[config.mk]
export PLATFORM = sky130hd
export DESIGN_NAME = branch_resolve_queue_flat
export DESIGN_NICKNAME = d
export VERILOG_FILES = /design/src/rtl/branch_pkg.sv /design/src/rtl/branch_resolve_queue_if.sv /design/src/rtl/branch_queue_fifo.sv /design/src/rtl/branch_resolve_queue.sv /design/src/flat_wrapper.sv
export SDC_FILE = /design/constraint.sdc
export NUM_CORES = 1
export LEC_CHECK = 0
export ABC_AREA = 1
export CAP_MARGIN = 20
export CORE_UTILIZATION = 51
export DETAILED_ROUTE_END_ITERATION = 8
export PLACE_DENSITY = 0.78
export SLEW_MARGIN = 30
export SYNTH_ARGS = -nofsm -noshare
export SYNTH_HDL_FRONTEND = slang
export SYNTH_HIERARCHICAL = 1
export SYNTH_SLANG_ARGS = --single-unit
[constraint.sdc]
create_clock -name clock -period 4.8 [get_ports clock]
set_input_delay 0.72 -clock clock [delete_from_list [all_inputs] [get_ports clock]]
set_output_delay 0.72 -clock clock [all_outputs]
set_load 0.01 [all_outputs]
[src/rtl/branch_pkg.sv]
// Shared types and constants for the branch resolve queue.
package branch_pkg;

  // Resolve-queue control states: normal operation and the one-cycle
  // flush window that follows a misprediction.
  typedef enum logic [0:0] {
    ST_RUN   = 1'b0,
    ST_FLUSH = 1'b1
  } br_state_e;

  // Size of one instruction; the fall-through PC of a branch is pc + INSN_SIZE.
  localparam int unsigned INSN_SIZE = 4;

  // Default PC width used by the default entry type.
  localparam int BR_PC_WIDTH = 32;

  // One in-flight branch: what was predicted and where it lives.
  typedef struct packed {
    logic                   prediction;
    logic [BR_PC_WIDTH-1:0] pc;
    logic [BR_PC_WIDTH-1:0] target;
  } br_entry_t;

endpackage

[src/rtl/branch_resolve_queue_if.sv]
// Fetch/execute/predictor signal bundle for the branch resolve queue.
interface branch_resolve_queue_if #(
  parameter int PC_WIDTH  = 32,
  parameter int CNT_WIDTH = 16
);
  logic                 fetchBranch;
  logic                 fetchPrediction;
  logic [PC_WIDTH-1:0]  fetchPc;
  logic [PC_WIDTH-1:0]  fetchTarget;
  logic                 queueFull;
  logic                 resolveValid;
  logic                 resolveTaken;
  logic [PC_WIDTH-1:0]  resolveTarget;
  logic                 isBranch;
  logic                 lastBranchTaken;
  logic                 mispredict;
  logic [PC_WIDTH-1:0]  redirectPc;
  logic [CNT_WIDTH-1:0] branchCount;
  logic [CNT_WIDTH-1:0] mispredictCount;

  // Pipeline side: fetch/execute drive requests and observe results.
  modport master (
    output fetchBranch, fetchPrediction, fetchPc, fetchTarget,
    output resolveValid, resolveTaken, resolveTarget,
    input  queueFull, isBranch, lastBranchTaken, mispredict, redirectPc,
    input  branchCount, mispredictCount
  );

  // Queue side.
  modport slave (
    input  fetchBranch, fetchPrediction, fetchPc, fetchTarget,
    input  resolveValid, resolveTaken, resolveTarget,
    output queueFull, isBranch, lastBranchTaken, mispredict, redirectPc,
    output branchCount, mispredictCount
  );
endinterface

[src/rtl/branch_queue_fifo.sv]
// In-order storage for in-flight branches: circular buffer with occupancy,
// a registered full flag and a synchronous clear used on mispredictions.
module branch_queue_fifo
  import branch_pkg::*;
#(
  parameter int  DEPTH   = 4,
  parameter type entry_t = br_entry_t
) (
  input  logic   clock,
  input  logic   reset,
  input  logic   clr_i,
  input  logic   push_i,
  input  entry_t push_data_i,
  input  logic   pop_i,
  output entry_t head_o,
  output logic   empty_o,
  output logic   full_o
);

  localparam int PTR_W = $clog2(DEPTH);
  localparam logic [PTR_W:0] DEPTH_CNT = (PTR_W+1)'(DEPTH);

  entry_t           mem_q [DEPTH];
  logic [PTR_W-1:0] wr_ptr_q, wr_ptr_d;
  logic [PTR_W-1:0] rd_ptr_q, rd_ptr_d;
  logic [PTR_W:0]   cnt_q, cnt_d;
  logic             full_q, full_d;
  logic             push_ok_s;
  logic             pop_ok_s;

  // A clear wins over any same-cycle push or pop; a full queue refuses pushes
  // even when a pop happens in the same cycle.
  assign push_ok_s = push_i & ~full_q & ~clr_i;
  assign pop_ok_s  = pop_i & ~empty_o & ~clr_i;

  assign empty_o = (cnt_q == '0);
  assign full_o  = full_q;
  assign head_o  = mem_q[rd_ptr_q];

  // Next pointer/occupancy values; pointers wrap naturally at DEPTH.
  always_comb begin
    wr_ptr_d = wr_ptr_q;
    rd_ptr_d = rd_ptr_q;
    cnt_d    = cnt_q;
    if (clr_i) begin
      wr_ptr_d = '0;
      rd_ptr_d = '0;
      cnt_d    = '0;
    end else begin
      if (push_ok_s) begin
        wr_ptr_d = wr_ptr_q + PTR_W'(1);
      end else begin
        wr_ptr_d = wr_ptr_q;
      end
      if (pop_ok_s) begin
        rd_ptr_d = rd_ptr_q + PTR_W'(1);
      end else begin
        rd_ptr_d = rd_ptr_q;
      end
      case ({push_ok_s, pop_ok_s})
        2'b10:   cnt_d = cnt_q + (PTR_W+1)'(1);
        2'b01:   cnt_d = cnt_q - (PTR_W+1)'(1);
        default: cnt_d = cnt_q;
      endcase
    end
    full_d = (cnt_d == DEPTH_CNT);
  end

  // Pointer, occupancy and full-flag registers.
  always_ff @(posedge clock) begin
    if (reset) begin
      wr_ptr_q <= '0;
      rd_ptr_q <= '0;
      cnt_q    <= '0;
      full_q   <= 1'b0;
    end else begin
      wr_ptr_q <= wr_ptr_d;
      rd_ptr_q <= rd_ptr_d;
      cnt_q    <= cnt_d;
      full_q   <= full_d;
    end
  end

  // Entry storage; contents are only meaningful between push and pop, so no reset.
  always_ff @(posedge clock) begin
    if (push_ok_s) begin
      mem_q[wr_ptr_q] <= push_data_i;
    end
  end

endmodule

[src/rtl/branch_resolve_queue.sv]
// Branch resolve queue: tracks predicted branches in order, checks each
// resolution against its prediction, updates the predictor, flushes on a
// misprediction and keeps saturating branch/misprediction statistics.
module branch_resolve_queue
  import branch_pkg::*;
#(
  parameter int DEPTH     = 4,
  parameter int PC_WIDTH  = 32,
  parameter int CNT_WIDTH = 16
) (
  input logic                   clock,
  input logic                   reset,
  branch_resolve_queue_if.slave bus
);

  typedef struct packed {
    logic                prediction;
    logic [PC_WIDTH-1:0] pc;
    logic [PC_WIDTH-1:0] target;
  } entry_t;

  localparam logic [PC_WIDTH-1:0] INSN_INC = PC_WIDTH'(INSN_SIZE);

  br_state_e            state_q, state_d;
  logic                 run_s;
  logic                 push_s;
  logic                 pop_s;
  logic                 dir_wrong_s;
  logic                 tgt_wrong_s;
  logic                 mis_s;
  logic [PC_WIDTH-1:0]  redirect_s;
  entry_t               push_entry_s;
  entry_t               head_s;
  logic                 fifo_empty_s;
  logic                 fifo_full_s;

  logic                 is_branch_q, is_branch_d;
  logic                 last_taken_q, last_taken_d;
  logic                 mispredict_q, mispredict_d;
  logic [PC_WIDTH-1:0]  redirect_q, redirect_d;
  logic [CNT_WIDTH-1:0] bcnt_q, bcnt_d;
  logic [CNT_WIDTH-1:0] mcnt_q, mcnt_d;

  // Saturating increment: statistics stick at all-ones instead of wrapping.
  function automatic logic [CNT_WIDTH-1:0] sat_inc(input logic [CNT_WIDTH-1:0] v);
    if (&v) begin
      return v;
    end else begin
      return v + CNT_WIDTH'(1);
    end
  endfunction

  // Fetch and execute are only honoured in RUN; in FLUSH fetch is still on
  // the wrong path. Full is the registered flag, so a same-cycle pop never
  // makes room for an enqueue.
  assign run_s  = (state_q == ST_RUN);
  assign push_s = run_s & bus.fetchBranch & ~fifo_full_s;
  assign pop_s  = run_s & bus.resolveValid & ~fifo_empty_s;

  assign push_entry_s = '{prediction: bus.fetchPrediction,
                          pc:         bus.fetchPc,
                          target:     bus.fetchTarget};

  branch_queue_fifo #(
    .DEPTH   (DEPTH),
    .entry_t (entry_t)
  ) u_fifo (
    .clock       (clock),
    .reset       (reset),
    .clr_i       (mis_s),
    .push_i      (push_s),
    .push_data_i (push_entry_s),
    .pop_i       (pop_s),
    .head_o      (head_s),
    .empty_o     (fifo_empty_s),
    .full_o      (fifo_full_s)
  );

  // Compare the oldest entry against the actual outcome and pick the corrected PC.
  always_comb begin
    dir_wrong_s = (head_s.prediction != bus.resolveTaken);
    tgt_wrong_s = head_s.prediction & bus.resolveTaken &
                  (head_s.target != bus.resolveTarget);
    mis_s       = pop_s & (dir_wrong_s | tgt_wrong_s);
    if (bus.resolveTaken) begin
      redirect_s = bus.resolveTarget;
    end else begin
      redirect_s = head_s.pc + INSN_INC;
    end
  end

  // FSM next state: a misprediction opens a single flush cycle.
  always_comb begin
    state_d = ST_RUN;
    case (state_q)
      ST_RUN: begin
        if (mis_s) begin
          state_d = ST_FLUSH;
        end else begin
          state_d = ST_RUN;
        end
      end
      ST_FLUSH: state_d = ST_RUN;
      default:  state_d = ST_RUN;
    endcase
  end

  // Next values of the predictor strobes, flush pulse, redirect and counters.
  always_comb begin
    is_branch_d  = pop_s;
    last_taken_d = pop_s & bus.resolveTaken;
    mispredict_d = mis_s;
    redirect_d   = redirect_q;
    bcnt_d       = bcnt_q;
    mcnt_d       = mcnt_q;
    if (pop_s) begin
      bcnt_d = sat_inc(bcnt_q);
    end else begin
      bcnt_d = bcnt_q;
    end
    if (mis_s) begin
      mcnt_d     = sat_inc(mcnt_q);
      redirect_d = redirect_s;
    end else begin
      mcnt_d     = mcnt_q;
      redirect_d = redirect_q;
    end
  end

  // State and output registers.
  always_ff @(posedge clock) begin
    if (reset) begin
      state_q      <= ST_RUN;
      is_branch_q  <= 1'b0;
      last_taken_q <= 1'b0;
      mispredict_q <= 1'b0;
      redirect_q   <= '0;
      bcnt_q       <= '0;
      mcnt_q       <= '0;
    end else begin
      state_q      <= state_d;
      is_branch_q  <= is_branch_d;
      last_taken_q <= last_taken_d;
      mispredict_q <= mispredict_d;
      redirect_q   <= redirect_d;
      bcnt_q       <= bcnt_d;
      mcnt_q       <= mcnt_d;
    end
  end

  assign bus.queueFull       = fifo_full_s;
  assign bus.isBranch        = is_branch_q;
  assign bus.lastBranchTaken = last_taken_q;
  assign bus.mispredict      = mispredict_q;
  assign bus.redirectPc      = redirect_q;
  assign bus.branchCount     = bcnt_q;
  assign bus.mispredictCount = mcnt_q;

endmodule

[src/flat_wrapper.sv]
// flat-port wrapper written by rule: the top's interface ports become plain ports
module branch_resolve_queue_flat import branch_pkg::*;
#(
  parameter int DEPTH     = 4,
  parameter int PC_WIDTH  = 32,
  parameter int CNT_WIDTH = 16
)
  (clock, reset, bus_fetchBranch, bus_fetchPrediction, bus_fetchPc, bus_fetchTarget, bus_resolveValid, bus_resolveTaken, bus_resolveTarget, bus_queueFull, bus_isBranch, bus_lastBranchTaken, bus_mispredict, bus_redirectPc, bus_branchCount, bus_mispredictCount);
  branch_resolve_queue_if #(.PC_WIDTH(PC_WIDTH), .CNT_WIDTH(CNT_WIDTH)) bus_i ();
  input logic clock;
  input logic reset;
  input wire logic [$bits(bus_i.fetchBranch)-1:0] bus_fetchBranch;
  input wire logic [$bits(bus_i.fetchPrediction)-1:0] bus_fetchPrediction;
  input wire logic [$bits(bus_i.fetchPc)-1:0] bus_fetchPc;
  input wire logic [$bits(bus_i.fetchTarget)-1:0] bus_fetchTarget;
  input wire logic [$bits(bus_i.resolveValid)-1:0] bus_resolveValid;
  input wire logic [$bits(bus_i.resolveTaken)-1:0] bus_resolveTaken;
  input wire logic [$bits(bus_i.resolveTarget)-1:0] bus_resolveTarget;
  output wire logic [$bits(bus_i.queueFull)-1:0] bus_queueFull;
  output wire logic [$bits(bus_i.isBranch)-1:0] bus_isBranch;
  output wire logic [$bits(bus_i.lastBranchTaken)-1:0] bus_lastBranchTaken;
  output wire logic [$bits(bus_i.mispredict)-1:0] bus_mispredict;
  output wire logic [$bits(bus_i.redirectPc)-1:0] bus_redirectPc;
  output wire logic [$bits(bus_i.branchCount)-1:0] bus_branchCount;
  output wire logic [$bits(bus_i.mispredictCount)-1:0] bus_mispredictCount;
  assign bus_i.fetchBranch = bus_fetchBranch;
  assign bus_i.fetchPrediction = bus_fetchPrediction;
  assign bus_i.fetchPc = bus_fetchPc;
  assign bus_i.fetchTarget = bus_fetchTarget;
  assign bus_i.resolveValid = bus_resolveValid;
  assign bus_i.resolveTaken = bus_resolveTaken;
  assign bus_i.resolveTarget = bus_resolveTarget;
  assign bus_queueFull = bus_i.queueFull;
  assign bus_isBranch = bus_i.isBranch;
  assign bus_lastBranchTaken = bus_i.lastBranchTaken;
  assign bus_mispredict = bus_i.mispredict;
  assign bus_redirectPc = bus_i.redirectPc;
  assign bus_branchCount = bus_i.branchCount;
  assign bus_mispredictCount = bus_i.mispredictCount;
  branch_resolve_queue #(.DEPTH(DEPTH), .PC_WIDTH(PC_WIDTH), .CNT_WIDTH(CNT_WIDTH)) u_core (.clock(clock), .reset(reset), .bus(bus_i));
endmodule
## Yosys cells after proc, flatten, opt, wreduce, memory -nomap -nowiden

Memory sizes are Yosys's and may differ from the RTL's. A register that Yosys moved wholly into a read port is not among the register bits.
Index checks and enable logic that the tools add are counted.

| cells by class | value |
|---|---|
| eq/ne operators | 5 |
| muxes and demuxes | 9 |
| add/sub/neg operators | 7 |
| reductions and logical operators | 6 |
| bitwise gates (word level) | 19 |

Operators by type and width:

| cell | count |
|---|---|
| adder 16 x 1 -> 16 bit (second input constant) | 2 |
| adder 32 x 3 -> 32 bit (second input constant) | 1 |
| 2-to-1 mux 32 bit | 1 |
| inequality test 32 bit | 1 |
| AND reduction 16 bit | 2 |
| bitwise AND 1 bit | 12 |
| inverter 1 bit | 6 |
| case mux 3 bit (2 select lines) | 1 |
| adder 2 x 1 -> 2 bit (second input constant) | 2 |
| 2-to-1 mux 2 bit | 2 |
| AND reduction 2 bit | 2 |
| adder 3 x 1 -> 3 bit (second input constant) | 1 |
| equality test 3 bit (second input constant) | 1 |
| logical NOT 3 bit | 1 |
| 2-to-1 mux 1 bit | 3 |
| 2-to-1 mux 3 bit | 1 |
| subtractor 3 x 1 -> 3 bit (second input constant) | 1 |
| equality test 2 x 1 -> 1 bit (second input constant) | 1 |
| equality test 2 bit (second input constant) | 1 |
| case mux 1 bit (2 select lines) | 1 |
| OR reduction 2 bit | 1 |
| inequality test 1 bit | 1 |
| OR 1 bit | 1 |

| word-level totals | value |
|---|---|
| output and inout port bits | 68 |
| memory bits (writable) | 260 |
| bits in registers | 76 |
| word-level logic and storage cells | 58 |
| memories kept | 1 |
| bits of input ports | 102 |

Memories:

| memory | depth | width | rd ports | clocked after Yosys merged registers in | write ports | RTL line | text |
|---|---|---|---|---|---|---|---|
| u_core.u_fifo.mem_q | 4 | 65 | 1 | 1 | 1 | branch_queue_fifo.sv:23 | `entry_t mem_q [DEPTH];` |

## Logic depth before layout (Yosys ltp)

| depth | value |
|---|---|
| depth in word-level cells | 10 |
| depth in mapped cells | 30 |
| gate-level depth less buffers | 26 |

## Modules after synthesis

Netlist, hierarchy kept.

Modules (own cells, without submodules):

| module | instances | area an instance (µm²) | seq. area each (µm²) | cells an instance |
|---|---|---|---|---|
| branch_queue_fifo | 1 | 10495.1 | 8007.7 | 704 |
| branch_resolve_queue | 1 | 4875.9 | 1361.3 | 844 |

## Least setup slack after synthesis

No wires, ideal clock.

| timing path | value |
|---|---|
| path kind | reg-to-reg |
| start | reg with a tool-made name |
| end | mem u_core/u_fifo/mem_q[0][0] (netlist bit), enable pin |
| period minus slack after synthesis | 5.321 ns |
| stages on the path, launching flop included | 21 |
| path buffers | 4 |
| library setup time | 0.488 ns |
| data required time | 4.312 ns |
| arrival | 4.832 ns |
| path slack | -0.521 ns |
| cell sequence | dfxtp_1 > buf_6 > inv_6 > buf_12 > buf_12 > nor2_4 > o22ai_2 > xnor2_1 > nand2_1 > nor2_1 > nand2_1 > nor2_1 > nand2_1 > nand2_2 > nand2_4 > nand2_4 > inv_1 > buf_4 > inv_1 > nand2_1 > nor2_1 |

RTL lines:

| item | RTL line |
|---|---|
| to (decl) | branch_queue_fifo.sv:23 |

==> reports/metrics.cfg <==
[status]
status = complete, no violations

[die]
die_x_um = 176
core-area_mm2 = 0.0296
num_io_pins = 170
die_h_um = 176
dieArea_mm2 = 0.0308
rows = 63
start_util_pct = 51.9

[place]
dp_hpwl_um = 25000
placed_area_mm2 = 0.0174
port_buffers = 169
place.gp.congestion = 0.946

[min_path]
holdPathStages = 2
hp-class = flop to flop

[synthesis]
netlist_instances = 1548
ys_types = 44
syn_avg_cell_area_um2 = 9.93
synth-compound-area-share_pct = 10.6
synth_top_family_by_area = simple AND/OR/NAND/NOR gates
syn_area_mm2 = 0.0154
synth_edf_count = 260
synth_nets = 1660
ys_seq_elements = 338
async_flop_share_pct = 0
synth_simple_gate_area_share_pct = 19.0
yosys.area_share.xor_xnor_pct = 1.77
synthAdderAreaFrac_pct = 0.863
ys_seq_area_share_pct = 61.0
synth_flop_cell = edfxtp_1
synthMuxAreaShare_pct = 0.130
yosysWarnings = 6

[cts]
cts_buffers = 36
cts-root-buf = clkbuf_16
post_cts_resized = 0
cts_tree = done
cts.path.max_buffers = 3
htreeDepth = 2
postCtsHoldBufs = 0
path_clk_slew_ps = 60
postCtsSetupRepairBufs = 0
clock_latency_ps = 530
cts.sinks = 338

[route]
ant_nets = 0
drc_errors = 0
first_iter_violations = 1127
avgViaCountPerCell = 5.51
wl_per_cell_um = 17.9
wirelength_um = 38100
vias = 11700
firstDrtPassIters = 7

[timing]
rsz0062_at_grt = false
hold_violations = 0
fmax_ghz = 0.231
finalSetupViolations = 0
fin_worst_skew_ps = 20.8
fin_crit_ps = 4330
relSlewSlack_pct = 41.2
max_slew.worst_pin.slew_ps = 881
period_share_pct = 90.1
slew_viol_final = 0

[power]
powerDensity_mw_per_mm2 = 494
power_uw = 9200
total_leakage_power_uw = 0.00684
peakVddDrop_uv = 348

[setup_path]
worstSetupEndpointType = flop
crit_path_max_fanout = 65
ff2ff_path_depth = 20
worstPathArrival_ps = 4770
startpoint_type = flop
worst-setup-path-type = flop to flop
critPathRequiredTime_ps = 5240

[cells_and_area]
nNetsFinal = 1817
drive_above_1_share_pct = 8.71
antenna_cells = 0
syn2layout_area_growth_pct = 21.2
design_area_mm2 = 0.0186

[grt]
antenna_found_initial = 1
grt_pass1_wl_um = 58700
grt_overflow = 0
grt_pass1_vias = 11100
grt_max_degree = 131
grt_usage_pct = 24.6

[run]
maxCapViolations = 0

-- layout make-up --
| type | count | area, µm² |
|---|---|---|
| multi-input cells | 987 | 5010 |
| repair buffers | 190 | 1910 |
| clock inverters | 25 | 305 |
| well taps | 390 | 488 |
| flip-flops and latches | 338 | 9370 |
| fillers | 2309 | 11000 |
| clock buffers | 41 | 962 |
| inverters | 152 | 576 |
-- power breakdown --
| part | internal (µW) | switching (µW) |
|---|---|---|
| logic | 844 | 1650 |
| registers | 3650 | 158 |
| clock network | 1780 | 1120 |
-- per-layer routing --
| metal | GRT usage, % | share of wire, % | up-vias |
|---|---|---|---|
| met2 | 40.8 | 48 | 550 |
| met4 | 8.73 | 2.8 | 0 |
| met3 | 4.20 | 8.7 | 69 |
| met1 | 32.6 | 41 | 5504 |
| met5 | 0 | 0 | - |
| li1 | - | - | 5565 |
-- logic make-up after synthesis --
kind of cell             after synthesis
flip-flops                           338
multiplexers                           2
adder cells (fa/ha/maj)               10
AO/OA/AOI/OAI                        276
buffers and inverters                223
AND/OR/NAND/NOR                      668
XOR/XNOR                              31
-- registers in the layout, indices dropped and copies added (netlist names), named ones only --
name,flops
u_core/u_fifo/mem_q,260
u_core/bus.redirectPc,32
u_core/bus.branchCount,16
u_core/bus.mispredictCount,16
u_core/u_fifo/cnt_q,3
u_core/u_fifo/rd_ptr_q,2
u_core/u_fifo/wr_ptr_q,2
u_core/bus.isBranch,1
u_core/bus.lastBranchTaken,1
u_core/bus.mispredict,1
u_core/state_q,1
u_core/u_fifo/full_o,1
-- layout by cell type, fill, tap and decap left out, types with 28 or more instances in the layout --
cell type and n:
a21oi_1 28, dfxtp_1 76, nor2_1 235, clkbuf_16 38, clkdlybuf4s50_1 169, inv_1 149, o21ai_0 130, nand3_1 60
edfxtp_1 260, o21ai_1 37, nand2_1 278, o22ai_1 46
-- through the flow --
| stage | setup TNS [ps] | setup WS (ps) | util [%] | instances | hold WS, ps |
|---|---|---|---|---|---|
| 2_1_floorplan | -135430 | -521 | - | 1548 | 482 |
| 3_3_place_gp | 0 | 744 | 58.6 | 2057 | 450 |
| 3_5_place_dp | 0 | 591 | 58.6 | 2057 | 453 |
| 4_1_cts | 0 | 552 | 62.9 | 2123 | 461 |
| 5_1_grt | 0 | 249 | 62.9 | 2123 | 481 |
| 6_report | 0 | 474 | 62.9 | 2123 | 459 |
-- critical path, cell delays in order (launching register included) --
cell and delay (ps):
dfxtp_2 330, buf_4 550, o21ai_0 220, o22ai_1 250, xnor2_1 150, nand2_1 60, nor2_1 120, nand2_1 90
nor2_1 230, nand2_1 110, nand2_2 90, nand2_4 70, nand2_4 70, inv_1 260, inv_1 120, nand2_1 260
ha_1 360, fa_1 430, o21ai_0 220, nand2_1 70, nor2_1 120
-- path summary, 6_finish.rpt --
path                                                              from                                      to  slack, ps
worst max register to register                                    flop         u_core/u_fifo/full_o$_SDFF_PP0_        470
worst min register to register  u_core/bus.redirectPc[29]$_SDFFE_PP0P_  u_core/bus.redirectPc[29]$_SDFFE_PP0P_        460
worst min-delay path            u_core/bus.redirectPc[29]$_SDFFE_PP0P_  u_core/bus.redirectPc[29]$_SDFFE_PP0P_        460
worst max-delay path                                              flop         u_core/u_fifo/full_o$_SDFF_PP0_        470
-- cell usage after synthesis (3+ instances only) --
cell type / number / share of area (%)
inv_1: 149 / 3.6
xor2_1: 4 / 0.23
buf_2: 23 / 0.75
nor2_2: 6 / 0.24
a21oi_1: 28 / 0.91
ha_1: 9 / 0.73
o21ai_2: 5 / 0.28
dfxtp_1: 78 / 10
xnor2_1: 27 / 1.5
nand4_1: 23 / 0.94
buf_12: 3 / 0.39
o22ai_1: 46 / 1.9
nor3_2: 4 / 0.26
nand2_1: 278 / 6.8
nand3_1: 60 / 2.0
nor2_4: 21 / 1.5
edfxtp_1: 260 / 51
clkbuf_1: 30 / 0.73
nor2_1: 239 / 5.8
o22ai_2: 20 / 1.6
o21ai_1: 37 / 1.2
buf_6: 11 / 0.81
nand2_2: 3 / 0.12
nor4_1: 3 / 0.12
o21ai_0: 130 / 4.2
nor3_1: 23 / 0.75
nand3b_1: 4 / 0.20
buf_4: 3 / 0.15
No activity file was read; power rests on OpenSTA's default activity.
